$ cat config.mk
export PLATFORM = sky130hd
export DESIGN_NAME = pipeline_hazard_ctrl
export DESIGN_NICKNAME = d
export VERILOG_FILES = /design/src/rtl/pipeline_hazard_ctrl.sv
export SDC_FILE = /design/constraint.sdc
export NUM_CORES = 1
export LEC_CHECK = 0
export ABC_AREA = 1
export CORE_AREA = 2 2 74 76
export DETAILED_ROUTE_END_ITERATION = 7
export DIE_AREA = 0 0 76 78
export PLACE_DENSITY_LB_ADDON = 0.2
export SYNTH_ARGS = -nofsm -noshare
export SYNTH_HDL_FRONTEND = slang
export SYNTH_SLANG_ARGS = --single-unit
$ cat constraint.sdc
create_clock -name clock -period 1.19 [get_ports clock]
set_input_delay 0.1785 -clock clock [delete_from_list [all_inputs] [get_ports clock]]
set_output_delay 0.1785 -clock clock [all_outputs]
set_load 0.1 [all_outputs]
$ cat src/rtl/pipeline_hazard_ctrl.sv
// Hazard/forwarding controller for the 5-stage MIPS pipeline: bypass selects, load-use stall,
// branch squash and memory-busy freeze. Define HAZARD_STATS_EN to add per-state cycle counters.
module pipeline_hazard_ctrl #(
    parameter logic [5:0] NOP_OP        = 6'b100001,
    parameter int         SQUASH_CYCLES = 1
) (
    input  logic        clock,
    input  logic        reset,
    input  logic [31:0] ir_fd,
    input  logic [31:0] ir_dx,
    input  logic [31:0] ir_xm,
    input  logic [31:0] ir_mw,
    input  logic        rwe_dx,
    input  logic        rwe_xm,
    input  logic        rwe_mw,
    input  logic        rdst_dx,
    input  logic        rdst_xm,
    input  logic        rdst_mw,
    input  logic        rwd_dx,
    input  logic        rwd_xm,
    input  logic        dmwe_xm,
    input  logic        do_branch,
    input  logic        i_busy,
    input  logic        d_busy,
    output logic [1:0]  fwd_a_sel,
    output logic [1:0]  fwd_b_sel,
    output logic        wm_bypass,
    output logic        hold_f,
    output logic        bubble_dx,
    output logic        flush_fd,
    output logic        freeze,
    output logic [1:0]  state
`ifdef HAZARD_STATS_EN
    ,
    output logic [31:0] load_stall_cnt,
    output logic [31:0] squash_cnt,
    output logic [31:0] mem_wait_cnt
`endif
);

    typedef enum logic [1:0] {
        ST_RUN        = 2'b00,
        ST_LOAD_STALL = 2'b01,
        ST_SQUASH     = 2'b10,
        ST_MEM_WAIT   = 2'b11
    } state_t;

    localparam logic [1:0] SQ_LOAD = 2'(SQUASH_CYCLES - 1);

    state_t     state_reg, state_next;
    logic [1:0] sq_cnt_reg, sq_cnt_next;

    // Destination register per stage; r0 is never a valid producer.
    logic [4:0] dest_dx, dest_xm, dest_mw;
    logic       valid_dx, valid_xm, valid_mw, mx_ok;

    assign dest_dx  = rdst_dx ? ir_dx[15:11] : ir_dx[20:16];
    assign dest_xm  = rdst_xm ? ir_xm[15:11] : ir_xm[20:16];
    assign dest_mw  = rdst_mw ? ir_mw[15:11] : ir_mw[20:16];
    assign valid_dx = rwe_dx && (dest_dx != 5'd0);
    assign valid_xm = rwe_xm && (dest_xm != 5'd0);
    assign valid_mw = rwe_mw && (dest_mw != 5'd0);
    assign mx_ok    = valid_xm && !rwd_xm;

    logic [4:0] x_src   [2];
    logic [1:0] fwd_sel [2];

    assign x_src[0] = ir_dx[25:21];
    assign x_src[1] = ir_dx[20:16];

    generate
        for (genvar gi = 0; gi < 2; gi++) begin : g_fwd
            assign fwd_sel[gi] = (mx_ok && (dest_xm == x_src[gi]))    ? 2'b01 :
                                 (valid_mw && (dest_mw == x_src[gi])) ? 2'b10 : 2'b00;
        end
    endgenerate

    assign fwd_a_sel = fwd_sel[0];
    assign fwd_b_sel = fwd_sel[1];
    assign wm_bypass = dmwe_xm && valid_mw && (dest_mw == ir_xm[20:16]);

    // Source usage of the instruction in F/D; an injected bubble reads nothing.
    logic [5:0] fd_op;
    logic [4:0] fd_rs, fd_rt;
    logic       fd_bubble, fd_reads_rs, fd_reads_rt, fd_is_store, load_use;

    assign fd_op       = ir_fd[31:26];
    assign fd_rs       = ir_fd[25:21];
    assign fd_rt       = ir_fd[20:16];
    assign fd_bubble   = (fd_op == NOP_OP);
    assign fd_is_store = (fd_op == 6'h2B);
    assign fd_reads_rt = !fd_bubble && ((fd_op == 6'h00) || (fd_op == 6'h04) ||
                                        (fd_op == 6'h05) || fd_is_store);
    assign fd_reads_rs = !fd_bubble && (fd_op != 6'h02) && (fd_op != 6'h03);

    // A store depending only through rt proceeds; the WM bypass supplies its data.
    assign load_use = rwd_dx && valid_dx &&
                      ((fd_reads_rs && (dest_dx == fd_rs)) ||
                       (fd_reads_rt && !fd_is_store && (dest_dx == fd_rt)));

    logic mem_busy;
    assign mem_busy = i_busy || d_busy;

    always_comb begin
        state_next  = state_reg;
        sq_cnt_next = sq_cnt_reg;
        hold_f      = 1'b0;
        bubble_dx   = 1'b0;
        flush_fd    = 1'b0;
        freeze      = 1'b0;
        case (state_reg)
            ST_RUN: begin
                if (mem_busy) begin
                    freeze     = 1'b1;
                    state_next = ST_MEM_WAIT;
                end else if (do_branch) begin
                    flush_fd    = 1'b1;
                    bubble_dx   = 1'b1;
                    sq_cnt_next = SQ_LOAD;
                    state_next  = (SQ_LOAD != 2'd0) ? ST_SQUASH : ST_RUN;
                end else if (load_use) begin
                    hold_f     = 1'b1;
                    bubble_dx  = 1'b1;
                    state_next = ST_LOAD_STALL;
                end
            end
            ST_LOAD_STALL: begin
                state_next = ST_RUN;
            end
            ST_SQUASH: begin
                if (mem_busy) begin
                    freeze     = 1'b1;
                    state_next = ST_MEM_WAIT;
                end else begin
                    flush_fd    = 1'b1;
                    bubble_dx   = 1'b1;
                    sq_cnt_next = (sq_cnt_reg == 2'd0) ? 2'd0 : sq_cnt_reg - 2'd1;
                    state_next  = (sq_cnt_reg <= 2'd1) ? ST_RUN : ST_SQUASH;
                end
            end
            ST_MEM_WAIT: begin
                if (mem_busy) begin
                    freeze = 1'b1;
                end else begin
                    state_next = (sq_cnt_reg != 2'd0) ? ST_SQUASH : ST_RUN;
                end
            end
            default: begin
                state_next = ST_RUN;
            end
        endcase
        if (reset) begin
            hold_f    = 1'b0;
            bubble_dx = 1'b0;
            flush_fd  = 1'b0;
            freeze    = 1'b0;
        end
    end

    always_ff @(posedge clock) begin
        if (reset) begin
            state_reg  <= ST_RUN;
            sq_cnt_reg <= 2'd0;
        end else begin
            state_reg  <= state_next;
            sq_cnt_reg <= sq_cnt_next;
        end
    end

    assign state = state_reg;

`ifdef HAZARD_STATS_EN
    // Index 0/1/2 track LOAD_STALL/SQUASH/MEM_WAIT, i.e. state encodings 1/2/3.
    logic [31:0] stat_cnt_reg [3];

    generate
        for (genvar gi = 0; gi < 3; gi++) begin : g_stat
            always_ff @(posedge clock) begin
                if (reset) begin
                    stat_cnt_reg[gi] <= 32'd0;
                end else if ((state_reg == state_t'(2'(gi + 1))) && (stat_cnt_reg[gi] != 32'hFFFF_FFFF)) begin
                    stat_cnt_reg[gi] <= stat_cnt_reg[gi] + 32'd1;
                end
            end
        end
    endgenerate

    assign load_stall_cnt = stat_cnt_reg[0];
    assign squash_cnt     = stat_cnt_reg[1];
    assign mem_wait_cnt   = stat_cnt_reg[2];
`endif

    logic unused_bits;
    assign unused_bits = ^{ir_fd[15:0], ir_dx[31:26], ir_dx[10:0],
                           ir_xm[31:21], ir_xm[10:0], ir_mw[31:21], ir_mw[10:0]};

endmodule

# [After elaboration in Yosys (flattened, before gate mapping)]
# Cells that the tools add are included.
[word_totals] reg_bits=4 latchBits=0 ramBits=0 mem_bits_ro=0 in_bits=142 out_inout_bits=11 word_cells=99 memories=0
[op_classes] n_addsub=1 n_mul=0 n_div=0 magnitude_cmp=1 n_eq_ne=21 shifts=0 n_mux=37 n_bitwise=0 reduce_logical=37
[op_table] operator="5-bit equality test" count=7
[op_table] operator="2-bit 2-to-1 mux" count=15
[op_table] operator="1-bit logical AND" count=18
[op_table] operator="1-bit 2-to-1 mux" count=15
[op_table] operator="5-bit 2-to-1 mux" count=3
[op_table] operator="5-bit nonzero test" count=3
[op_table] operator="6-bit by 3-bit equality test with 1-bit output, second input constant" count=2
[op_table] operator="6-bit equality test, second input constant" count=2
[op_table] operator="6-bit by 2-bit inequality test with 1-bit output, second input constant" count=2
[op_table] operator="2-bit inequality test, second input constant" count=4
[op_table] operator="2-bit case mux with 4 select lines" count=1
[op_table] operator="6-bit logical NOT" count=1
[op_table] operator="1-bit logical OR" count=5
[op_table] operator="2-bit equality test, second input constant" count=2
[op_table] operator="2-bit logical NOT" count=2
[op_table] operator="4-bit inequality test, second input constant" count=1
[op_table] operator="1-bit case mux with 2 select lines" count=2
[op_table] operator="2-bit case mux with 2 select lines" count=1
[op_table] operator="4-bit AND reduction" count=1
[op_table] operator="2-bit nonzero test" count=2
[op_table] operator="1-bit logical NOT" count=3
[op_table] operator="3-bit OR reduction" count=1
[op_table] operator="2-bit by 1-bit equality test with 1-bit output, second input constant" count=1
[op_table] operator="2-bit by 1-bit <= comparator with 1-bit output, second input constant" count=1
[op_table] operator="2 further kinds" count=2

# [Longest topological paths before layout]
[depth] depth_word=14 mapped_depth=11 mapped_depth_nobuf=10

# [Worst setup path after synthesis]
# Ideal clock, no wire load.
[synth_timing] path_type="reg-to-output" from="reg state_reg[1] (netlist: state[1])" to="out bubble_dx" t_arrival_ns=3.391 path_slack_ns=-2.380 path_stages_with_launch=7 n_path_buf=0 cell_sequence="dfxtp_1 > nor2_1 > nor2_1 > inv_1 > nor2_1 > inv_1 > nand2_1"
[synth_via] elab_chain_len=3 word_cells_on_any_way=4 cone_classes="eq/ne (1); mux (2); reduce/logical (1)"
[synth_rtl] item="start: declaration" line_no="50" text="state_t state_reg, state_next;"
[synth_rtl] item="start signal: assignment" line_no="165" text="state_reg <= state_next;"
[synth_rtl] item="2-bit equality test / 2-bit logical NOT (equally long branches)" line_no="111" text="case (state_reg)"
[synth_rtl] item="1-bit case mux with 2 select lines (*)" line_no="111"
[synth_rtl] item="1-bit 2-to-1 mux (*)" line_no="152" text="if (reset) begin"
[synth_rtl] item="end: declaration" line_no="29" text="output logic bubble_dx,"
# Mark *: on every way between the ends. The rest lies on a longest branch, timed or not.

# [Final worst setup path]
[layout_timing] from="in rdst_dx" to="out hold_f"
[layout_via] elab_chain_len=10 word_cells_on_any_way=15 cone_classes="eq/ne (2); mux (6); reduce/logical (7)"
[layout_rtl] item="start: declaration" line_no="16" text="input logic rdst_dx,"
[layout_rtl] item="5-bit 2-to-1 mux (*)" line_no="57" text="assign dest_dx = rdst_dx ? ir_dx[15:11] : ir_dx[20:16];"
[layout_rtl] item="5-bit equality test, or another cell as far along" line_no="98" text="((fd_reads_rs && (dest_dx == fd_rs)) ||"
[layout_rtl] item="1-bit logical AND, on equally long branches" line_no="98, 60, 99"
[layout_rtl] item="1-bit logical OR / 1-bit logical AND (equally long branches)" line_no="98, 97"
[layout_rtl] item="1-bit logical AND (*)" line_no="97" text="assign load_use = rwd_dx && valid_dx &&"
[layout_rtl] item="1-bit 2-to-1 mux (*)" line_no="121" text="end else if (load_use) begin"
[layout_rtl] item="1-bit 2-to-1 mux (*)" line_no="116" text="end else if (do_branch) begin"
[layout_rtl] item="1-bit 2-to-1 mux (*)" line_no="113" text="if (mem_busy) begin"
[layout_rtl] item="1-bit 2-to-1 mux (*)" line_no="111"
[layout_rtl] item="1-bit 2-to-1 mux (*)" line_no="152"
[layout_rtl] item="end: declaration" line_no="28" text="output logic hold_f,"
# Marked as above.

==> results by group <==
Global route
  – Total congestion overflow: 0
  – Pin count of the biggest net entering global routing: 7
  – Vias in the first global route: 1820
  – Gr usage total: 15.7%
  – Initial antenna violation count: 0
  – First-pass GRT wire length: 7.75 mm

Clocking
  – CTS tree: done
  – Clock tree buffer depth: 2
  – Clk Latency, worst-skew pair: 0.22 ns
  – Hold Buf Count CTS: 0
  – H-tree Lvls: 1
  – Clock-pin slew on the worst setup and hold paths: 0.03 ns
  – CTS Root Buffer Type: clkbuf_8
  – Inserted Clock Buffers: 3
  – Clock sink count: 4

Yosys
  – Syn_nets: 369
  – Count of cell types in the netlist: 26
  – Syn Area/Cell: 5.03 um2
  – Register bit total from synthesis: 4
  – Post-Synthesis Cell Area: 0.00114 mm2
  – Synthesis Warnings: 0
  – Register area share after synthesis: 7.01%
  – Mapped Cells: 227

Power
  – Combinational power share: 69.8%
  – Clock share of power: 19.8%
  – Flop pwr share: 10.4%
  – Switching share of power: 42.8%
  – Power, Total: 1.51 mW
  – Pwr/cell area: 521 mW/mm2
  – VDD IR-drop max: 0.295 mV
  – Cell internal pwr: 0.861 mW
  – LEAKAGE: 1.39 nW
  – Switch Pwr: 0.645 mW

Die
  – Rows: 26
  – Initial core utilization: 22.7%
  – CORE AREA: 0.00504 mm2
  – IO Pins: 153
  – Die W: 76 um
  – Die area: 0.00593 mm2
  – Die Y: 78 um

Setup path
  – CP top delay family: simple AND/OR/NAND/NOR gates
  – CP Capture Type: output pin
  – CP Data Required Time: 1.01 ns
  – Most frequent CP cell: nand2_4
  – Delay of the slowest critical-path stage: 0.18 ns
  – Crit-path cells: buf_8, buf_12, clkinv_8, nand2_4, nand2_4, nand2_2, nand2_1, nor2_1, nand3_1, nand2_4, nand3_4, nor2_4, buf_12
  – Worst Path Arrival: 1.45 ns
  – CP Max Fanout: 6
  – Crit path buffers/inverters: 4
  – CP max-delay cell: buf_12
  – CP Class: in -> out
  – Setup crit start kind: primary input

Outcome
  – Violated checks: setup timing
  – Status: finished, violations left

Final layout
  – Ant diodes: 0
  – Area growth syn-to-layout: 153%
  – Layout cells sized above 1: 52.9%
  – Seq. cell area: 87.6 um2
  – Fin nets: 490
  – Area of the multi-input gates: 0.00136 mm2
  – Finished Layout Cells: 416
  – Fill count: 507

Flow run
  – Max Cap Viol: 0

Route
  – Iteration count of the initial detailed-routing pass: 4
  – Met2 WL: 2.38 mm
  – Met1 wire length: 2.02 mm
  – Routed WL per cell: 11.5 um
  – Vias: 1811
  – Vias per inst: 4.35
  – Routed WL: 4.77 mm
  – Routed length on met3: 330 um
  – DRC: 0
  – Iteration-0 DRC Markers: 37
  – Top layer in use: met4
  – Post-DRT Antenna Nets: 0

Timing
  – Worst Max-Slew Pin Slew: 0.268 ns
  – Slew Viols, Final: 0
  – Maximum clock rate: 0.615 GHz
  – Max-slew headroom: 82.1%
  – RSZ-0062 raised after global routing: yes
  – Period utilization: 137%
  – Endpoints failing setup: 9
  – Hold Worst Slack: 0.478 ns
  – Final hold vios: 0
  – Setup ws final: -0.435 ns
  – Skew final: 0.00771 ns
  – Period minus WS final: 1.62 ns

Placement
  – Placed Cells incl. Taps: 400
  – Detailed Place HPWL: 3.62 mm
  – Port Buffers: 75
  – Placer's final routability congestion estimate: 0.790

Worst hold path
  – Hold crit path type: in -> reg
[layer usage]
metal	vias up	track usage, %
li1	947	-
met1	795	19.1
met2	63	27.4
met3	6	4.19
met4	0	3.82
met5	-	0
[cell families (layout without fill, tap and decap cells)]
family | count (synthesis) | count (layout) | synth area share, %
and+or+nand+nor | 153 | 153 | 57.6
buffers and inverters | 36 | 155 | 12.2
xor gates and xnor gates | 19 | 19 | 14.6
AOI/OAI and AO/OA | 15 | 15 | 8.65
DFF | 4 | 4 | 7.01
[area by class of cell]
cell class,count,area share (%)
sequential,4,3.03
multi-input combinational,187,47.1
timing repair buffer,116,39.1
clock buffer,3,1.43
tap,70,3.03
timing repair inverter,1,0.389
inverter,35,6.01
[power groups by stage]
stage | Sequential (mW) | Combinational (mW) | Clock (mW)
6_report | 0.156 | 1.05 | 0.298
5_1_grt | 0.158 | 1.14 | 0.305
4_1_cts | 0.152 | 0.970 | 0.297
3_5_place_dp | 0.154 | 0.926 | 0
3_3_place_gp | 0.154 | 0.922 | 0
2_1_floorplan | 0.197 | 0.417 | 0
[metrics by stage]
stage	setup slack, ns	setup TNS, ns	utilization, %	area [um2]
after global routing	-0.525	-3.41	57.4	2890
after global placement	-0.874	-7.74	50.0	2520
after CTS	-0.411	-2.82	54.5	2750
after detailed placement	-0.900	-7.97	50.0	2520
after floorplan	-0.629	-4.02	-	1350
final	-0.435	-2.75	57.4	2890
[Yosys cell counts]
cell / n / area (um2)
a211oi_1: 1 / 7.51
nor3b_1: 1 / 7.51
o22ai_1: 2 / 12.5
o21ai_2: 4 / 35.0
o21ai_0: 1 / 5.00
or2_1: 1 / 6.26
inv_2: 4 / 15.0
o21bai_1: 1 / 7.51
nand4_1: 2 / 12.5
or2_0: 1 / 6.26
nand3_1: 20 / 100
buf_4: 1 / 7.51
inv_1: 31 / 116
o21ai_1: 2 / 10.0
nand3b_1: 8 / 60.1
a21oi_1: 3 / 15.0
a31oi_1: 1 / 6.26
or2_2: 1 / 6.26
nand2_1: 74 / 278
nor2_1: 38 / 143
nand2_2: 1 / 6.26
nor2_2: 2 / 12.5
xnor2_1: 2 / 17.5
nor3_1: 4 / 20.0
xor2_1: 17 / 149
dfxtp_1: 4 / 80.1
[layout by cell type, fill, tap and decap left out, drive strengths merged]
| master | n |
|---|---|
| a211oi | 1 |
| a21oi | 3 |
| a31oi | 1 |
| buf | 64 |
| clkbuf | 13 |
| clkdlybuf4s15 | 11 |
| clkdlybuf4s50 | 6 |
| clkinv | 1 |
| dfxtp | 4 |
| dlygate4sd2 | 25 |
| inv | 35 |
| nand2 | 75 |
| nand3 | 20 |
| nand3b | 8 |
| nand4 | 2 |
| nor2 | 40 |
| nor3 | 4 |
| nor3b | 1 |
| o21ai | 7 |
| o21bai | 1 |
| o22ai | 2 |
| or2 | 3 |
| xnor2 | 2 |
| xor2 | 17 |
[what timing repair did]
item	in CTS	in global routing
endpoints found under the hold margin	0	0
pin swaps	75	55
resized for setup	180	64
setup buffers	11	6
gates cloned	2	0
endpoints found under the setup margin	13	13
[worst paths after layout]
| path | start | to | slack (ns) | cells past startpoint |
|---|---|---|---|---|
| worst max register to register | state[0] | sq_cnt_reg[0] | 0.04 | 4 |
| worst min-delay path | reset | sq_cnt_reg[1] | 0.48 | 3 |
| worst max-delay path | rdst_dx | hold_f | -0.43 | 13 |
| worst min register to register | sq_cnt_reg[1] | sq_cnt_reg[1] | 0.54 | 1 |
[worst min-delay path: stages]
cell	delay (ns)
dlygate4sd2_1	0.26
buf_6	0.16
nor3b_2	0.05
(Power assumes the default switching activity.)
